## src/rtl/acq_trigger.sv

```systemverilog
// acq_trigger: trigger front-end for the acquisition path.
//   Arms on a host request, watches the ADC stream for a threshold crossing on
//   the selected edge, then grants the RAM-writing stage until it reports done.
//   Scope mode forwards raw samples every cycle. Logic-analyser mode thresholds
//   each sample to one bit and packs 8 bits per output byte, LSB first.
// Optional feature: define ACQ_TRIG_TIMEOUT_EN to force a trigger after
//   TIMEOUT_CYCLES armed cycles without an edge. When it is undefined there is
//   no counter and auto_trig is tied 0.
// Ports:
//   clk, rst          clock, asynchronous active-high reset
//   adc_data          raw sample, new value every cycle
//   arm, abort        host arm request / cancel back to IDLE
//   mode              0 scope, 1 logic analyser        (latched at arm)
//   trig_edge         0 falling, 1 rising              (latched at arm)
//   threshold         trigger level / LA bit threshold (latched at arm)
//   done_acq          acquisition stage finished (RAM full)
//   grant_acq         acquisition stage may write
//   smp_data/valid    sample or packed byte toward RAM, with its strobe
//   armed             waiting for a trigger
//   capture_done      one-cycle pulse on normal capture end
//   auto_trig         last trigger came from the timeout
module acq_trigger #(
  parameter int DATA_W         = 8,
  parameter int TIMEOUT_CYCLES = 1048575
) (
  input  logic              clk,
  input  logic              rst,
  input  logic [DATA_W-1:0] adc_data,
  input  logic              arm,
  input  logic              abort,
  input  logic              mode,
  input  logic              trig_edge,
  input  logic [DATA_W-1:0] threshold,
  input  logic              done_acq,
  output logic              grant_acq,
  output logic [DATA_W-1:0] smp_data,
  output logic              smp_valid,
  output logic              armed,
  output logic              capture_done,
  output logic              auto_trig
);

  typedef enum logic [1:0] {IDLE, ARMED, RUN} state_t;

  state_t            state, state_nxt;
  logic [DATA_W-1:0] adc_q, thr_q;
  logic [7:0]        shreg;
  logic [2:0]        bit_cnt;
  logic              mode_q, edge_q, lvl, lvl_prev, seed;
  logic              edge_hit, timeout_hit, fire, arm_acc;

  assign lvl      = (adc_q >= thr_q);
  assign arm_acc  = (state == IDLE) && arm && !abort;
  // seed masks the first armed cycle: lvl_prev still reflects the old threshold
  assign edge_hit = (state == ARMED) && !seed &&
                    (edge_q ? (!lvl_prev && lvl) : (lvl_prev && !lvl));
  assign fire     = edge_hit || timeout_hit;

`ifdef ACQ_TRIG_TIMEOUT_EN
  localparam int TW = (TIMEOUT_CYCLES > 1) ? $clog2(TIMEOUT_CYCLES) : 1;
  logic [TW-1:0] to_cnt;

  assign timeout_hit = (state == ARMED) && (to_cnt == TW'(TIMEOUT_CYCLES - 1));

  // counter sits at 0 outside ARMED, so it is clear on every entry
  always_ff @(posedge clk or posedge rst) begin
    if (rst)                   to_cnt <= '0;
    else if (state != ARMED)   to_cnt <= '0;
    else                       to_cnt <= to_cnt + 1'b1;
  end

  always_ff @(posedge clk or posedge rst) begin
    if (rst)                                       auto_trig <= 1'b0;
    else if (arm_acc)                              auto_trig <= 1'b0;
    else if (!abort && timeout_hit && !edge_hit)   auto_trig <= 1'b1;
  end
`else
  logic unused_timeout;
  assign unused_timeout = (TIMEOUT_CYCLES > 0);
  assign timeout_hit    = 1'b0;
  assign auto_trig      = 1'b0;
`endif

  // state register
  always_ff @(posedge clk or posedge rst) begin
    if (rst) state <= IDLE;
    else     state <= state_nxt;
  end

  // next-state logic; abort wins over everything
  always_comb begin
    state_nxt = state;
    if (abort) state_nxt = IDLE;
    else begin
      case (state)
        IDLE:    if (arm)      state_nxt = ARMED;
        ARMED:   if (fire)     state_nxt = RUN;
        RUN:     if (done_acq) state_nxt = IDLE;
        default:               state_nxt = IDLE;
      endcase
    end
  end

  // state-decoded outputs
  always_comb begin
    grant_acq = (state == RUN);
    armed     = (state == ARMED);
  end

  // sample pipeline, config latch and capture datapath
  always_ff @(posedge clk or posedge rst) begin
    if (rst) begin
      adc_q        <= '0;
      lvl_prev     <= 1'b0;
      thr_q        <= '0;
      mode_q       <= 1'b0;
      edge_q       <= 1'b0;
      seed         <= 1'b0;
      shreg        <= '0;
      bit_cnt      <= '0;
      smp_data     <= '0;
      smp_valid    <= 1'b0;
      capture_done <= 1'b0;
    end else begin
      adc_q        <= adc_data;
      lvl_prev     <= lvl;
      smp_valid    <= 1'b0;
      capture_done <= 1'b0;
      if (abort) begin
        bit_cnt <= '0;
        seed    <= 1'b0;
      end else begin
        case (state)
          IDLE: if (arm) begin
            thr_q  <= threshold;
            mode_q <= mode;
            edge_q <= trig_edge;
            seed   <= 1'b1;
          end
          ARMED: begin
            seed <= 1'b0;
            if (fire) begin
              // the trigger sample is the first sample of the capture
              if (!mode_q) begin
                smp_data  <= adc_q;
                smp_valid <= 1'b1;
              end else begin
                shreg   <= {7'd0, lvl};
                bit_cnt <= 3'd1;
              end
            end
          end
          RUN: begin
            if (done_acq) begin
              capture_done <= 1'b1;
              bit_cnt      <= '0;   // partial LA byte is dropped
            end else if (!mode_q) begin
              smp_data  <= adc_q;
              smp_valid <= 1'b1;
            end else begin
              shreg[bit_cnt] <= lvl;
              bit_cnt        <= bit_cnt + 3'd1;
              if (bit_cnt == 3'd7) begin
                smp_data  <= DATA_W'({lvl, shreg[6:0]});
                smp_valid <= 1'b1;
              end
            end
          end
          default: ;
        endcase
      end
    end
  end

endmodule
```

## config.mk

```make
export PLATFORM = sky130hd
export DESIGN_NAME = acq_trigger
export DESIGN_NICKNAME = d
export VERILOG_FILES = /design/src/rtl/acq_trigger.sv
export SDC_FILE = /design/constraint.sdc
export NUM_CORES = 1
export LEC_CHECK = 0
export BUFFER_PORTS_ARGS = -buffer_cell sky130_fd_sc_hd__buf_2
export CAP_MARGIN = 40
export CORE_AREA = 2 2 75 77
export CTS_BUF_LIST = sky130_fd_sc_hd__clkbuf_16
export DETAILED_ROUTE_END_ITERATION = 12
export DIE_AREA = 0 0 77 79
export HOLD_SLACK_MARGIN = 0.03
export PLACE_DENSITY = 0.65
export REMOVE_ABC_BUFFERS = 1
export SLEW_MARGIN = 10
export SYNTH_ARGS = -nofsm -noshare
export SYNTH_HDL_FRONTEND = slang
export SYNTH_SLANG_ARGS = --single-unit
```

## constraint.sdc

```tcl
create_clock -name clk -period 6.7 [get_ports clk]
set_input_delay 0.335 -clock clk [delete_from_list [all_inputs] [get_ports clk]]
set_output_delay 0.335 -clock clk [all_outputs]
set_load 0.02 [all_outputs]
```

## Yosys cells after proc, flatten, opt, wreduce, memory -nomap -nowiden

Index checks and enable logic that the tools add are counted.
Widths: inputs -> output; s select.

| word-level totals | value |
|---|---|
| output and inout port bits | 13 |
| input port bits | 23 |
| bits in registers | 43 |
| word-level logic and storage cells | 88 |

| operators by class | value |
|---|---|
| multiplexer cells | 39 |
| reduce and logical (&&, ||, !) cells | 18 |
| equal/unequal tests | 14 |
| bitwise operators | 1 |
| $add $sub $neg | 1 |
| $lt $le $gt $ge | 3 |

Operator list:

| cell | number |
|---|---|
| $mux 8 | 9 |
| $pmux 8 s2 | 2 |
| $mux 3 | 5 |
| $mux 1 | 13 |
| $reduce_and 6->1 | 2 |
| $ne 3x2->1 const B | 3 |
| $bwmux 8 | 1 |
| $ge 8x8->1 | 1 |
| $mux 2 | 4 |
| $ne 2x1->1 const B | 3 |
| $ne 3x3->1 const B | 2 |
| $pmux 2 s3 | 1 |
| $pmux 3 s2 | 1 |
| $reduce_and 3->1 | 2 |
| $reduce_bool 3->1 | 2 |
| $logic_and 1x1->1 | 5 |
| $lt 3x4->1 const B | 1 |
| $ne 2x2->1 const B | 2 |
| $ne 4x3->1 const B | 1 |
| $pmux 1 s2 | 2 |
| $reduce_and 4->1 | 1 |
| $add 3x1->3 const B | 1 |
| $demux 1 s3 | 1 |
| $eq 3x3->1 const B | 1 |
| other kinds (8) | 10 |

## Logic depth before layout (Yosys ltp)

| logic depth | value |
|---|---|
| word-level depth | 8 |
| depth in mapped cells | 8 |
| mapped depth without buffers | 8 |

## Worst setup path before layout

No wires, ideal clock.

| timing path | value |
|---|---|
| path kind | reg-to-reg |
| start point | register adc_q[6] |
| end point | register smp_data[0] |
| path slack | 4.393 ns |
| setup time | 0.125 ns |
| data arrival time | 2.183 ns |
| data required time | 6.575 ns |
| path buffers | 0 |
| cell stages (with the launch flop) | 8 |
| clock period less this slack | 2.307 ns |
| cell sequence | dfrtp_1 ha_1 and3_4 a221o_2 a32oi_2 nand3_2 a21oi_4 mux2_2 |

| between the ends | value |
|---|---|
| longest elaborated chain between the ends | 7 |
| elaborated cells between the ends (all ways) | 8 |
| those cells by class | order compare: 1; eq/ne: 1; mux: 1; reduce/logical: 5 |

Ends and longest elaborated chain:

| what | RTL line | RTL |
|---|---|---|
| start, declared | 46 | `logic [DATA_W-1:0] adc_q, thr_q;` |
| start signal, assigned | 125 | `adc_q <= adc_data;` |
| $ge 8x8->1 (*) | 52 | `assign lvl = (adc_q >= thr_q);` |
| $logic_not 1->1 | 56 | `(edge_q ? (!lvl_prev && lvl) : (lvl_prev && !lvl));` |
| $logic_and 1x1->1 | 56 |  |
| $mux 1 (*) | 56 |  |
| $logic_and 1x1->1 (*) | 55 | `assign edge_hit = (state == ARMED) && !seed &&` |
| $ne 2x1->1 (no source line) (*) | n/a |  |
| $reduce_and 6->1 (no source line) (*) | n/a |  |
| end signal, assigned | 145 | `smp_data <= adc_q;` |
| end signal, assigned | 158 | `smp_data <= adc_q;` |
| end signal, assigned | 164 | `smp_data <= DATA_W'({lvl, shreg[6:0]});` |
| end, declared | 36 | `output logic [DATA_W-1:0] smp_data,` |

Every way passes the cells marked *; elsewhere a longest branch is shown, timed or not.
A chain may end at the register's enable or synchronous reset.

## Final worst setup path

| timing path | value |
|---|---|
| start point | register adc_q[7] |
| end point | register smp_data[6] |

Same word-level chain as after synthesis.

==> results.txt <==
Status: finished, final reports clean
CP peak stage delay: 0.41 ns
Vias: 1638
Post-synthesis cell area: 0.00227 mm²
Die Area: 0.00608 mm²
Clock latency on the worst-skew pair: 0.28 ns
Max transition margin: 47.0%
Clock Path Buffers: 2
Yosys top cell by area: dfrtp_1
Synth cell types: 49
VDD IR-drop max: 208 µV
FF+latch area: 0.00105 mm²
R2r setup slk: 4.15 ns
Total Routing Usage GR: 16.4%
Setup TNS: 0 ns
Met2 WL post-DR: 2.13 mm
Main synth FF type: dfrtp_1
Filler cell count: 517
Slowest library cell on the worst path: a221o_2
Clock Skew: 0.00527 ns
Clock sink count: 42
Max Cap Viol: 0
Crit path time final: 2.55 ns
Pwr Density: 406 mW/mm²
Crit-path cells: ha_1, and3_4, a221o_2, a32oi_2, nand3_2, a21oi_4, mux2_2
Root Buffer: clkbuf_16
I/O Buffers: 34
Maximum number of pins on one net before global-route repair: 43
CP max FO: 8
Startpoint Class: register
Sequential power share: 35.3%
CP required: 6.86 ns
Capturing point of the worst reg2reg path: smp_data[6]$_DFFE_PP0P_
Initial antenna violation count: 0
Initial drt markers: 82
Critical path class: register to register
Met1 wire length: 2.16 mm
Reg clk slew, reported paths: 0.06 ns
Post-synth ARST share: 100%
First-pass GRT wire length: 7.96 mm
Ys Warns: 0
Clock tree from TritonCTS: built
Congestion Overflow GR: 0
Final hold violation count: 0
RSZ-0062 raised after global routing: false
Die width: 77 µm
Final setup vio count: 0
Comb pwr share: 40.2%
Synthesized instance count: 197
Core Region: 0.00534 mm²
Ant diodes: 0
Yosys top cell area share: 46.3%
Area occupied by multi-input gates: 0.00111 mm²
Int Pwr: 0.694 mW
Setup crit end kind: register
Avg WL per Cell: 14.8 µm
DIE HEIGHT: 79 µm
Num CTS Buffers: 5
Fmax achieved: 0.392 GHz
Placer Congestion: 0.796
EDFF count, synth: 0
Sequential area share after synthesis: 46.3%
Dpl hpwl: 3.35 mm
Number of global-route vias before repair: 1657
Slew of the pin with the lowest slew margin: 0.775 ns
Met3 wire len: 183 µm
R2R depth: 7
Routed Antenna Nets: 0
Leak pwr: 1.29 nW
I/O pin total: 36
Starting Density: 42.5%
Cell row count: 27
Area Growth Syn to Fin: 17.0%
Min Hold Slack: 0.158 ns
Share of layout cells above drive strength 1: 35.2%
Post_cts resized: 0
DR DRC count: 0
Critical Path AT: 2.71 ns
Worst setup path endpoint: smp_data[6]$_DFFE_PP0P_
Post-Syn Area per Cell: 11.5 µm²
Final Slew Violations: 0
Nets: 269
Tightest Hold Check Type: input pin to register
Setup crit start: adc_q[7]$_DFF_PP0_
Number of synthesized register bits: 42
Post-CTS Setup Bufs: 0
Routed WL: 4.51 mm
Vias per cell: 5.37
Top layer in use: met4
Top post-synthesis cells by area: dfrtp_1 (46%), mux2_2 (13%), ha_1 (7.7%)
PnR Total Power: 1.08 mW
Reg-to-Reg Start: adc_q[7]$_DFF_PP0_
Drt pass-1 iters: 4
Clock Power Share: 24.5%
Sw power: 0.385 mW
CTS HTree Levels: 2
Cts hold-fix bufs: 0
Fin crit share: 38.1%
Switch share: 35.7%
-- through the flow --
step | setup WS (ns) | cells | instance area (µm²) | utilization [%]
after CTS | 4.16 | 305 | 2660 | 49.8
after floorplan | 4.39 | 190 | 2230 | -
final | 4.15 | 305 | 2660 | 49.8
after global placement | 4.18 | 297 | 2490 | 46.7
after global routing | 3.94 | 305 | 2660 | 49.8
after detailed placement | 4.16 | 297 | 2490 | 46.7
-- cells by family (layout without fill, tap and decap cells) --
logic type                 Yosys count  in the layout  share of synthesized area, %
and+or+nand+nor                     43             43                          10.6
DFF                                 42             42                          46.3
buffers and inverters               25             61                          4.90
other                                1              1                         0.165
muxes                               29             29                          14.3
AOI/OAI and AO/OA                   43             43                          16.0
adders and majority gates           14             14                          7.71
-- metal layers --
| metal | GRT usage, % | vias up |
|---|---|---|
| met3 | 3.30 | 4 |
| met4 | 5.36 | 0 |
| met1 | 21.9 | 796 |
| met5 | 0 | - |
| li1 | - | 794 |
| met2 | 27.1 | 44 |
-- registers in the layout, summed over array words and instances, names as in the netlist --
| name | count |
|---|---|
| smp_data | 8 |
| thr_q | 8 |
| adc_q | 8 |
| bit_cnt | 3 |
| shreg | 7 |
| mode_q | 1 |
| smp_valid | 1 |
| seed | 1 |
| capture_done | 1 |
| edge_q | 1 |
| lvl_prev | 1 |
| state | 2 |
-- placed cells by master, fill, tap and decap left out, types with 2 or more instances in the layout --
cell,netlist,layout
nand4_1,2,2
and3_4,2,2
a21o_1,3,3
mux2_2,27,27
a31oi_1,2,2
a21oi_1,3,3
o31ai_1,3,3
nand3_1,6,6
o21ai_0,3,3
clkbuf_16,0,5
nor3_1,5,5
o311a_1,3,3
o41ai_1,2,2
nor4_1,2,2
dfrtp_1,42,42
a211oi_1,2,2
mux2i_1,2,2
nor2b_1,4,4
ha_1,14,14
nor2_1,4,4
o2111ai_1,2,2
a211o_2,3,3
and3_1,3,3
buf_2,2,34
a21boi_0,3,3
nand2_1,10,10
inv_1,18,20
-- cell usage after synthesis (2+ instances only) --
cell type and instances:
a31oi_1 2, a211oi_1 2, o31ai_1 3, and3_1 3, buf_4 2, nor2_1 4, a211o_2 3, buf_2 2
o311a_1 3, mux2_2 27, nor2b_1 4, nand3_1 6, and3_4 2, a21boi_0 3, o21ai_0 3, nor3_1 5
clkbuf_1 2, nand2_1 10, o41ai_1 2, dfrtp_1 42, a21o_1 3, ha_1 14, nand4_1 2, nor4_1 2
mux2i_1 2, a21oi_1 3, inv_1 18, o2111ai_1 2
-- final cells by class --
class	count	area share, %
inverters	18	2.54
clock buffers	5	4.71
repair buffers	35	6.69
multi-input cells	130	41.7
well taps	72	3.39
clock inverters	3	1.41
flip-flops and latches	42	39.5
-- worst max-delay path: cells and delay by family, from the launching register on --
kind	cells	cell delay [ns]
muxes	1	0.39
AOI/OAI and AO/OA	3	0.99
and+or+nand+nor	2	0.35
adders and majority gates	1	0.33
DFF	1	0.38
-- worst min path at each step --
stage | end | from | slack [ns] | depth (start not counted)
after detailed placement | adc_q[0]$_DFF_PP0_ | adc_data[0] | 0.44 | 1
after floorplan | adc_q[0]$_DFF_PP0_ | adc_data[0] | 0.37 | 0
after CTS | adc_q[7]$_DFF_PP0_ | adc_data[7] | 0.15 | 1
final | adc_q[7]$_DFF_PP0_ | adc_data[7] | 0.16 | 1
after global routing | adc_q[7]$_DFF_PP0_ | adc_data[7] | 0.15 | 1
after global placement | adc_q[0]$_DFF_PP0_ | adc_data[0] | 0.44 | 1
-- power groups by stage --
stage	sequential (mW)	combinational, mW	clock, mW
after floorplan	0.403	0.299	0
after global placement	0.382	0.430	0
after detailed placement	0.385	0.435	0
after CTS	0.381	0.438	0.271
after global routing	0.391	0.485	0.282
final	0.381	0.434	0.264
Power figures use the tool's default switching activity.
